$ cat config.mk
export PLATFORM = sky130hd
export DESIGN_NAME = ram_arbiter
export DESIGN_NICKNAME = d
export VERILOG_FILES = /design/src/rtl/ram_arb_pkg.sv /design/src/rtl/ram_arb_rr.sv /design/src/rtl/ram_arbiter.sv
export SDC_FILE = /design/constraint.sdc
export NUM_CORES = 1
export LEC_CHECK = 0
export CAP_MARGIN = 10
export CORE_MARGIN = 8
export CORE_UTILIZATION = 39
export CTS_CLUSTER_SIZE = 30
export DETAILED_ROUTE_END_ITERATION = 6
export GPL_TIMING_DRIVEN = 0
export MAX_ROUTING_LAYER = met4
export PLACE_DENSITY = 0.81
export SLEW_MARGIN = 10
export SYNTH_ARGS = -nofsm -noshare
export SYNTH_HDL_FRONTEND = slang
export SYNTH_SLANG_ARGS = --single-unit
$ cat constraint.sdc
create_clock -name clk -period 5.4 [get_ports clk]
set_input_delay 1.35 -clock clk [delete_from_list [all_inputs] [get_ports clk]]
set_output_delay 1.35 -clock clk [all_outputs]
set_load 0.01 [all_outputs]
$ cat src/rtl/ram_arb_pkg.sv
// Shared types and constants for the RAM arbiter.
// Optional build macro RAM_ARB_FIXED_PRIO_EN selects fixed-priority grant.
package ram_arb_pkg;

  localparam int RD_LAT_DEF = 2;
  localparam int MAX_ID_W   = 3;

  function automatic int id_width(input int n);
    return (n <= 2) ? 1 : $clog2(n);
  endfunction

  typedef struct packed {
    logic                valid;
    logic [MAX_ID_W-1:0] id;
  } pipe_entry_t;

endpackage

$ cat src/rtl/ram_arb_rr.sv
// Combinational grant: rotating priority after i_ptr, or lowest index first
// when RAM_ARB_FIXED_PRIO_EN is defined.
module ram_arb_rr
  import ram_arb_pkg::*;
#(
  parameter int NUM_REQ = 4,
  localparam int IDW    = id_width(NUM_REQ)
) (
  input  logic [NUM_REQ-1:0] i_valid,
  input  logic [IDW-1:0]     i_ptr,
  output logic [NUM_REQ-1:0] o_grant,
  output logic [IDW-1:0]     o_idx,
  output logic               o_any
);

`ifdef RAM_ARB_FIXED_PRIO_EN
  logic w_unused_ptr;
  assign w_unused_ptr = ^i_ptr;

  // Walk from the highest index down so the lowest valid index is written last.
  always_comb begin
    o_grant = '0;
    o_idx   = '0;
    o_any   = 1'b0;
    for (int k = NUM_REQ - 1; k >= 0; k--) begin
      if (i_valid[k]) begin
        o_grant    = '0;
        o_grant[k] = 1'b1;
        o_idx      = IDW'(k);
        o_any      = 1'b1;
      end
    end
  end
`else
  // Walk offsets from farthest to nearest so the first hit after i_ptr wins.
  always_comb begin
    int j;
    j       = 0;
    o_grant = '0;
    o_idx   = '0;
    o_any   = 1'b0;
    for (int k = NUM_REQ; k >= 1; k--) begin
      j = (int'(i_ptr) + k) % NUM_REQ;
      if (i_valid[IDW'(j)]) begin
        o_grant           = '0;
        o_grant[IDW'(j)]  = 1'b1;
        o_idx             = IDW'(j);
        o_any             = 1'b1;
      end
    end
  end
`endif

endmodule

$ cat src/rtl/ram_arbiter.sv
// Shares one negedge-sampled single-port RAM between NUM_REQ requesters.
// Define RAM_ARB_FIXED_PRIO_EN for fixed priority instead of round-robin.
module ram_arbiter
  import ram_arb_pkg::*;
#(
  parameter int DATA_WIDTH = 8,
  parameter int ADDR_WIDTH = 16,
  parameter int NUM_REQ    = 4,
  parameter int RD_LAT     = RD_LAT_DEF
) (
  input  logic                          clk,
  input  logic                          rst,
  input  logic [NUM_REQ-1:0]            req_valid,
  output logic [NUM_REQ-1:0]            req_ready,
  input  logic [NUM_REQ-1:0]            req_we,
  input  logic [NUM_REQ*ADDR_WIDTH-1:0] req_addr,
  input  logic [NUM_REQ*DATA_WIDTH-1:0] req_wdata,
  output logic [NUM_REQ-1:0]            rsp_valid,
  output logic [DATA_WIDTH-1:0]         rsp_data,
  output logic [ADDR_WIDTH-1:0]         ram_addr,
  output logic [DATA_WIDTH-1:0]         ram_din,
  output logic                          ram_we_n,
  input  logic [DATA_WIDTH-1:0]         ram_dout,
  output logic                          busy
);

  localparam int IDW = id_width(NUM_REQ);

  if (NUM_REQ < 2 || NUM_REQ > 8) begin : g_bad_num_req
    $error("ram_arbiter: NUM_REQ must be in 2..8");
  end

  logic [NUM_REQ-1:0]    w_grant;
  logic [IDW-1:0]        w_idx;
  logic                  w_any;
  logic [IDW-1:0]        w_ptr;
  logic                  w_xfer;
  logic                  w_sel_we;
  logic [ADDR_WIDTH-1:0] w_sel_addr;
  logic [DATA_WIDTH-1:0] w_sel_wdata;

  logic                  r_we_n;
  logic [ADDR_WIDTH-1:0] r_addr;
  logic [DATA_WIDTH-1:0] r_din;
  logic [NUM_REQ-1:0]    r_rsp_valid;
  logic [DATA_WIDTH-1:0] r_rsp_data;
  pipe_entry_t           r_pipe [RD_LAT];

`ifdef RAM_ARB_FIXED_PRIO_EN
  assign w_ptr = IDW'(NUM_REQ - 1);
`else
  logic [IDW-1:0] r_ptr;
  assign w_ptr = r_ptr;

  always_ff @(posedge clk) begin
    if (rst)         r_ptr <= IDW'(NUM_REQ - 1);
    else if (w_xfer) r_ptr <= w_idx;
  end
`endif

  ram_arb_rr #(.NUM_REQ(NUM_REQ)) u_rr (
    .i_valid (req_valid),
    .i_ptr   (w_ptr),
    .o_grant (w_grant),
    .o_idx   (w_idx),
    .o_any   (w_any)
  );

  assign req_ready = rst ? '0 : w_grant;
  assign w_xfer    = w_any & ~rst;

  always_comb begin
    w_sel_we    = 1'b0;
    w_sel_addr  = '0;
    w_sel_wdata = '0;
    for (int i = 0; i < NUM_REQ; i++) begin
      if (w_grant[i]) begin
        w_sel_we    = req_we[i];
        w_sel_addr  = req_addr[i*ADDR_WIDTH +: ADDR_WIDTH];
        w_sel_wdata = req_wdata[i*DATA_WIDTH +: DATA_WIDTH];
      end
    end
  end

  // Issue stage: RAM port registers and the read-return shift register.
  always_ff @(posedge clk) begin
    if (rst) begin
      r_we_n      <= 1'b1;
      r_addr      <= '0;
      r_din       <= '0;
      r_rsp_valid <= '0;
      r_rsp_data  <= '0;
      for (int i = 0; i < RD_LAT; i++) r_pipe[i] <= '0;
    end else begin
      r_we_n <= ~(w_xfer & w_sel_we);
      if (w_xfer) begin
        r_addr <= w_sel_addr;
        r_din  <= w_sel_wdata;
      end
      r_pipe[0] <= '{valid: w_xfer & ~w_sel_we, id: MAX_ID_W'(w_idx)};
      for (int i = 1; i < RD_LAT; i++) r_pipe[i] <= r_pipe[i-1];
      // Return stage: the oldest entry lines up with ram_dout.
      r_rsp_valid <= r_pipe[RD_LAT-1].valid ? (NUM_REQ'(1) << r_pipe[RD_LAT-1].id) : '0;
      if (r_pipe[RD_LAT-1].valid) r_rsp_data <= ram_dout;
    end
  end

  always_comb begin
    busy = 1'b0;
    for (int i = 0; i < RD_LAT; i++) busy = busy | r_pipe[i].valid;
  end

  assign ram_we_n  = r_we_n;
  assign ram_addr  = r_addr;
  assign ram_din   = r_din;
  assign rsp_valid = r_rsp_valid;
  assign rsp_data  = r_rsp_data;

endmodule
==> reports/qor_table.md, run 1 <==
| Step | Metric | This run |
| --- | --- | --- |
| outcome | Status | finished, final reports clean |
| global route | Initial antenna violation count | 0 |
| routing | Count of unresolved DRC violations after routing | 0 |
| sta | Fin Clk Skew | 0.00327 ns |
| critical path | Destination of the worst register-to-register timing path | r_pipe[0][3] |
| logic synthesis | Number of synthesized flops with an enable pin | 0 |
| critical path | Largest stage delay on the critical path | 0.54 ns |
| clocking | Maximum buffer depth of the clock tree | 2 |
| logic synthesis | Dominant cells by area after synthesis | sky130_fd_sc_hd__dfxtp_1 (32%), sky130_fd_sc_hd__a221oi_2 (10%), sky130_fd_sc_hd__nor4_2 (8.4%), sky130_fd_sc_hd__o22ai_1 (6.7%), sky130_fd_sc_hd__nor2_1 (5.3%) |
| finish | Final Cell Area | 0.00462 sq mm |
| clocking | Clock network latency to the later pin of the worst-skew pair | 0.30 ns |
| clocking | Clock transition time at the flip-flop clock pins of the worst setup and hold paths | 0.08 ns |
| routing | Post-route ant nets | 0 |
| die | Die Area | 0.0102 sq mm |
| power and ir drop | Static leakage | 0.00170 uW |
| routing | Via count | 3062 |
| die | Number of I/O pins | 156 |
| clocking | CTS HTree Levels | 2 |
| routing | 1st-pass router iterations | 4 |
| die | Initial Utilization | 39.4% |
| finish | Fraction of layout cells with a size suffix above 1 | 16.1% |
| clocking | TritonCTS buffer count | 5 |
| die | Site row count | 31 |
| routing | Routed wire length per instance | 20.3 um |
| finish | Number of inserted filler cells in the final layout | 612 |
| sta | Fin. Hold Viols | 0 |
| hold path | Min-Delay Startpoint | r_pipe[0][0] |
| logic synthesis | Mapped Area | 0.00281 sq mm |
| logic synthesis | Mapped Nets | 412 |
| sta | Max-slew headroom | 52.1% |
| logic synthesis | Library cell with the highest instance count after synthesis | sky130_fd_sc_hd__dfxtp_1 |
| critical path | Crit path max-delay family | buffers and inverters |
| sta | Setup Total Neg Slack | 0 ns |
| sta | Final cycle utilization of the critical path | 96.4% |
| sta | RSZ-0062 raised after global routing | false |
| logic synthesis | Leading register cell type out of synthesis | sky130_fd_sc_hd__dfxtp_1 |
| critical path | Reg-to-Reg Start | r_ptr[0] |
| logic synthesis | Commonest cells post-synth | sky130_fd_sc_hd__dfxtp_1 (45), sky130_fd_sc_hd__nor2_1 (40), sky130_fd_sc_hd__o22ai_1 (30), sky130_fd_sc_hd__a221oi_2 (19), sky130_fd_sc_hd__nor4_2 (19) |
| hold path | Worst hold path depth | 1 |
| logic synthesis | Synth Warn # | 0 |
| critical path | Sort of element at the end of the critical path | primary output |
| hold path | Hold worst-path end | r_pipe[0][4] |
| place | Worst Setup Slack post-DPL | -0.350 ns |
| critical path | Type of origin of the critical path | input port |
| sta | Maximum clock frequency | 0.192 GHz |
| critical path | Buffering stage count on the worst path with inverters included | 3 |
| logic synthesis | Sequential share of the synthesized area | 32.0% |
| finish | Number of nets in the layout | 574 |
| clocking | CTS tree | yes |
| critical path | Cell-by-cell trace of the critical path | clkdlybuf4s50_1 -> clkbuf_1 -> mux2i_1 -> o22ai_1 -> a31oi_1 -> or2_4 -> nor2_1 -> clkdlybuf4s50_1 |
| global route | Maximum number of pins on one net before global-route repair | 19 |
| finish | Fraction of the core area covered by cells at the end of the flow | 64.8% |
| place | Post-Place Cell Area | 0.00449 sq mm |
| sta | Slew of the pin with the lowest slew margin | 0.719 ns |
| routing | Detailed Route Iter0 Violations | 123 |
| sta | Final slew viol count | 0 |
| logic synthesis | Post-synth top area cell | sky130_fd_sc_hd__dfxtp_1 |
| die | Y dimension of the die | 101 um |
| place | Count of buffers inserted at the top-level ports | 155 |
| sta | Final setup fails | 0 |
| critical path | Logic depth of the worst register-to-register path | 12 |
| logic synthesis | Distinct cell type count of the synthesized netlist | 50 |
| logic synthesis | Syn Area/Cell | 9.67 sq um |
| die | Core Area | 0.00714 sq mm |
| critical path | Category of the critical setup timing path | input port to primary output |
| critical path | Required time of the critical path | 4.05 ns |
| logic synthesis | Cells after Synth | 291 |
| sta | Final Worst Setup Slack | 0.194 ns |
| critical path | Flop-to-flop setup slack | 1.55 ns |
| finish | Number of diodes added for antenna fixing | 0 |
| place | Placed wire-length estimate after detailed placement | 8840 um |
| power and ir drop | Worst VDD drop | 0.225 mV |
| critical path | Critical path's most frequent cell | sky130_fd_sc_hd__clkdlybuf4s50_1 |
| global route | All-layer global routing usage | 22.1% |
| finish | Area Overhead vs Synth | 64.3% |
| hold path | Worst min path class | flip-flop to flip-flop |
| global route | Total grt overflow | 0 |
| sta | Final critical delay including setup and external delays | 5.21 ns |
| logic synthesis | Share of flip-flops with an asynchronous set or reset | 0% |
| critical path | Max stage delay cell, worst path | sky130_fd_sc_hd__clkdlybuf4s50_1 |
| clocking | Clock sink count | 45 |
| global route | Global-route wire length before repair | 17400 um |
| routing | Wire length after detailed routing | 11200 um |
| place | Routability congestion estimate | 0.903 |
| routing | Mean number of vias per cell | 5.54 |
| critical path | Arrival @ worst endpoint | 3.86 ns |
| logic synthesis | Portion of synthesized cell area occupied by the leading cell type | 32.0% |
| clocking | Root buf cell | sky130_fd_sc_hd__clkbuf_8 |
| die | Die width | 101 um |
| flow run | Max Cap Viol | 0 |
| global route | Vias in the first global route | 3142 |
| power and ir drop | Power density cells | 471 mW/mm^2 |
| logic synthesis | Count of state elements after synthesis | 45 |
| critical path | Max FO, Critical Path | 18 |
## layer usage
metal	global-route usage, %	wire, um	vias up
li1	-	-	1454
met1	24.2	4440	1474
met2	39.1	5670	127
met3	6.01	1020	7
met4	4.58	76	0
met5	-	0	-
## worst max-delay path by stage
stage / start / to / cells past startpoint
after floorplan: req_valid[0] / req_ready[3] / 8
after global placement: req_valid[0] / req_ready[3] / 10
after detailed placement: req_valid[0] / req_ready[3] / 10
after CTS: req_valid[3] / req_ready[3] / 9
after global routing: r_ptr[0] / req_ready[1] / 12
final: req_valid[1] / req_ready[3] / 8
## kinds of logic after synthesis
family	after synthesis	synth area share, %
AND/OR/NAND/NOR	94	21.9
AO/OA/AOI/OAI	88	27.4
flip-flops	45	32.0
buffers and inverters	37	6.89
multiplexers	20	8.63
adder cells (fa/ha/maj)	7	3.11
## repair_timing
| item | in CTS | in global routing |
|---|---|---|
| setup buffers | 3 | 0 |
| gates cloned | 0 | 0 |
| pin swaps | 1 | 0 |
| setup endpoints to repair | 2 | 1 |
| gates resized for setup | 5 | 3 |
| hold buffers | 0 | 0 |
## where the power goes
group | leakage, uW | internal (uW) | total [uW] | switching, uW
Sequential | 0.000371 | 430 | 482 | 52.2
Clock | 0.0000554 | 139 | 258 | 119
Combinational | 0.00128 | 700 | 1440 | 739
## final cells by class
type                       instances  area (sq um)  share of cell area (%)
clock inverter                     2          38.8                   0.839
sequential                        45           901                    19.5
multi-input combinational        209          1720                    37.2
clock buffer                       6          72.6                    1.57
inverter                           8          30.0                   0.649
timing repair buffer             158          1570                    34.0
tap                               99           124                    2.68
buffer                            26           164                    3.54
## through the flow
stage          instances  hold WS (ns)  total power, uW
2_1_floorplan        291         0.414             1430
3_3_place_gp         545         0.421             1890
3_5_place_dp         545         0.425             1910
4_1_cts              554         0.446             2180
5_1_grt              553         0.483             2310
6_report             553         0.443             2180
## flip-flops by register name, summed over array words and instances, names as in the netlist
signal,cells
rsp_valid,4
r_pipe,6
ram_addr,16
ram_we_n,1
rsp_data,8
ram_din,8
r_ptr,2
## cells in the final DEF, fill, tap and decap left out, types with 3 or more instances in the layout
master,count
sky130_fd_sc_hd__a21oi_1,5
sky130_fd_sc_hd__a221oi_1,5
sky130_fd_sc_hd__a221oi_2,19
sky130_fd_sc_hd__a31oi_1,4
sky130_fd_sc_hd__and2_1,3
sky130_fd_sc_hd__buf_1,4
sky130_fd_sc_hd__buf_4,4
sky130_fd_sc_hd__buf_6,6
sky130_fd_sc_hd__clkbuf_1,11
sky130_fd_sc_hd__clkbuf_8,6
sky130_fd_sc_hd__clkdlybuf4s50_1,154
sky130_fd_sc_hd__dfxtp_1,45
sky130_fd_sc_hd__ha_1,7
sky130_fd_sc_hd__inv_1,8
sky130_fd_sc_hd__mux2_2,4
sky130_fd_sc_hd__mux2i_1,13
sky130_fd_sc_hd__mux4_2,3
sky130_fd_sc_hd__nand2_1,3
sky130_fd_sc_hd__nor2_1,40
sky130_fd_sc_hd__nor2b_1,7
sky130_fd_sc_hd__nor4_1,6
sky130_fd_sc_hd__nor4_2,19
sky130_fd_sc_hd__o21ai_0,6
sky130_fd_sc_hd__o22ai_1,30
Power figures use the tool's default switching activity.
==> run 2, diff against run 1 <==
--- a/config.mk
+++ b/config.mk
@@ -6,7 +6,7 @@
 export NUM_CORES = 1
 export LEC_CHECK = 0
 export CAP_MARGIN = 10
-export CORE_MARGIN = 8
+export CORE_MARGIN = 2
 export CORE_UTILIZATION = 39
 export CTS_CLUSTER_SIZE = 30
 export DETAILED_ROUTE_END_ITERATION = 6
==> run 2 against run 1 <==
  * Power decreased by 1.9%
  * Fmax decreased by 1.6%
  * Count of clock-buffer cells in the layout decreased by 1
  * Cell count decreased by 0.36%
  * Global-route usage increased by 5.2 points
  * Sequential power about the same
  * Critical endpoint is now req_ready[1]
  * Utilization increased by 1.9 points
==> reports/qor_table.md, run 2 (synthesis gave the netlist of run 1 again) <==
| Step | Metric | This run | Change |
| --- | --- | --- | --- |
| outcome | Status | finished, final reports clean | unchanged |
| clocking | Maximum buffer depth of the clock tree | 2 | unchanged |
| sta | Slew of the pin with the lowest slew margin | 0.731 ns | was 0.719 ns |
| sta | Final slew viol count | 0 | unchanged |
| sta | Maximum clock frequency | 0.189 GHz | was 0.192 GHz |
| critical path | Cell-by-cell trace of the critical path | clkdlybuf4s50_1 -> clkbuf_2 -> mux4_2 -> buf_4 -> a311o_1 -> o21ba_1 -> buf_6 -> buf_6 -> and2_1 -> dlygate4sd2_1 | was clkdlybuf4s50_1 -> clkbuf_1 -> mux2i_1 -> o22ai_1 -> a31oi_1 -> or2_4 -> nor2_1 -> clkdlybuf4s50_1 |
| sta | Fin Clk Skew | 0.0105 ns | was 0.00327 ns |
| critical path | Type of origin of the critical path | input port | unchanged |
| global route | Maximum number of pins on one net before global-route repair | 19 | unchanged |
| routing | 1st-pass router iterations | 4 | unchanged |
| clocking | CTS HTree Levels | 2 | unchanged |
| finish | Fraction of layout cells with a size suffix above 1 | 16.7% | was 16.1% |
| place | Worst Setup Slack post-DPL | -0.306 ns | was -0.350 ns |
| global route | Global-route wire length before repair | 16100 um | was 17400 um |
| die | Core Area | 0.00691 sq mm | was 0.00714 sq mm |
| flow run | Max Cap Viol | 0 | unchanged |
| die | Number of I/O pins | 156 | unchanged |
| sta | Final cycle utilization of the critical path | 98.0% | was 96.4% |
| critical path | Max FO, Critical Path | 10 | was 18 |
| sta | Final Worst Setup Slack | 0.108 ns | was 0.194 ns |
| die | Die width | 88.9 um | was 101 um |
| sta | Fin. Hold Viols | 0 | unchanged |
| clocking | TritonCTS buffer count | 5 | unchanged |
| clocking | Number of buffers inserted by hold repair at cts | 0 | unchanged |
| routing | Post-route ant nets | 0 | unchanged |
| sta | Max-slew headroom | 51.3% | was 52.1% |
| finish | Area Overhead vs Synth | 63.6% | was 64.3% |
| place | Routability congestion estimate | 0.927 | was 0.903 |
| sta | RSZ-0062 raised after global routing | false | unchanged |
| critical path | Category of the critical setup timing path | input port to primary output | unchanged |
| sta | Final setup fails | 0 | unchanged |
| clocking | CTS tree | yes | unchanged |
| critical path | Max stage delay cell, worst path | sky130_fd_sc_hd__mux4_2 | was sky130_fd_sc_hd__clkdlybuf4s50_1 |
| routing | Routed wire length per instance | 19.3 um | was 20.3 um |
| finish | Number of nets in the layout | 575 | was 574 |
| critical path | Largest stage delay on the critical path | 0.51 ns | was 0.54 ns |
| clocking | Root buf cell | sky130_fd_sc_hd__clkbuf_8 | unchanged |
| power and ir drop | Static leakage | 0.00170 uW | about the same |
| place | Count of buffers inserted at the top-level ports | 155 | unchanged |
| finish | Final standard cell count with taps included and fillers excluded | 551 | was 553 |
| global route | Total grt overflow | 0 | unchanged |
| place | Placed cells | 542 | was 545 |
| power and ir drop | Worst VDD drop | 0.304 mV | was 0.225 mV |
| place | Placed wire-length estimate after detailed placement | 8250 um | was 8840 um |
| critical path | Required time of the critical path | 4.05 ns | about the same |
| die | Die Area | 0.00791 sq mm | was 0.0102 sq mm |
| critical path | Sort of element at the end of the critical path | primary output | unchanged |
| die | Site row count | 30 | was 31 |
| global route | Vias in the first global route | 2945 | was 3142 |
| critical path | Critical path's most frequent cell | sky130_fd_sc_hd__buf_6 | was sky130_fd_sc_hd__clkdlybuf4s50_1 |
| hold path | Worst min path class | flip-flop to flip-flop | unchanged |
| finish | Number of diodes added for antenna fixing | 0 | unchanged |
| finish | Max FFs per register | 16 | unchanged |
| critical path | Crit path max-delay family | buffers and inverters | unchanged |
| die | Initial Utilization | 40.7% | was 39.4% |
| power and ir drop | Power density cells | 465 mW/mm^2 | was 471 mW/mm^2 |
| clocking | Clock transition time at the flip-flop clock pins of the worst setup and hold paths | 0.08 ns | about the same |
| global route | Initial antenna violation count | 0 | unchanged |
| sta | Final critical delay including setup and external delays | 5.29 ns | was 5.21 ns |
| routing | Detailed Route Iter0 Violations | 99 | was 123 |
| routing | Mean number of vias per cell | 5.54 | about the same |
| clocking | Clock sink count | 45 | unchanged |
| global route | All-layer global routing usage | 27.3% | was 22.1% |
| finish | Top library cells by usage in the layout, fill and taps aside | sky130_fd_sc_hd__clkdlybuf4s50_1 (154), sky130_fd_sc_hd__dfxtp_1 (45), sky130_fd_sc_hd__nor2_1 (40) | unchanged |
| routing | Wire length after detailed routing | 10600 um | was 11200 um |
| clocking | Clock network latency to the later pin of the worst-skew pair | 0.30 ns | about the same |
| routing | Count of unresolved DRC violations after routing | 0 | unchanged |
| critical path | Buffering stage count on the worst path with inverters included | 6 | was 3 |
| routing | Via count | 3050 | was 3062 |
| die | Y dimension of the die | 88.9 um | was 101 um |
| critical path | Arrival @ worst endpoint | 3.94 ns | was 3.86 ns |
| finish | Most frequent standard cell in the layout excluding fill and tap cells | sky130_fd_sc_hd__clkdlybuf4s50_1 | unchanged |
run 2: area by class of cell:
cell class	instances	area, sq um
Clock inverter	3	25.0
Fill cell	603	2300
Buffer	26	159
Sequential cell	45	901
Timing Repair Buffer	159	1580
Tap cell	96	120
Multi-Input combinational cell	209	1720
Inverter	8	30.0
Clock buffer	5	68.8
run 2: power breakdown:
part / leakage (uW) / switching (uW) / internal, uW
combinational: 0.00128 / 734 / 702
clock: 0.0000447 / 128 / 93.6
sequential: 0.000371 / 50.8 / 430
run 2: path summary, 6_finish.rpt:
kind | from | to | slack (ns) | cells past startpoint
max | req_valid[0] | req_ready[1] | 0.11 | 10
min | r_pipe[0][1] | r_pipe[0][5] | 0.45 | 1
min reg2reg | r_pipe[0][1] | r_pipe[0][5] | 0.45 | 1
max reg2reg | r_ptr[0] | ram_addr[1] | 1.54 | 13
run 2: per-layer routing:
metal / vias to the layer above / wire (um) / track usage, % / part of all wire (%)
li1: 1456 / - / - / -
met1: 1458 / 4580 / 33.6 / 43
met2: 117 / 5050 / 45.7 / 48
met3: 19 / 744 / 5.45 / 7.0
met4: 0 / 227 / 7.87 / 2.1
met5: - / 0 / - / 0
run 2: what timing repair did:
| action | CTS | global route |
|---|---|---|
| setup endpoints to repair | 2 | 2 |
| buffers inserted | 4 | 0 |
| resized for setup | 3 | 6 |
| pin swaps | 1 | 0 |
| gates cloned | 0 | 0 |
run 2: stage by stage:
| stage | instance area, sq um | hold slack [ns] | power [uW] | setup TNS, ns | util, % |
|---|---|---|---|---|---|
| final | 4600 | 0.447 | 2140 | 0 | 66.6 |
| after global routing | 4600 | 0.468 | 2270 | 0 | 66.6 |
| after CTS | 4600 | 0.456 | 2150 | 0 | 66.7 |
| after detailed placement | 4490 | 0.435 | 1900 | -0.553 | 64.9 |
| after global placement | 4490 | 0.419 | 1880 | -0.492 | 64.9 |
| after floorplan | 2810 | 0.414 | 1430 | 0 | - |
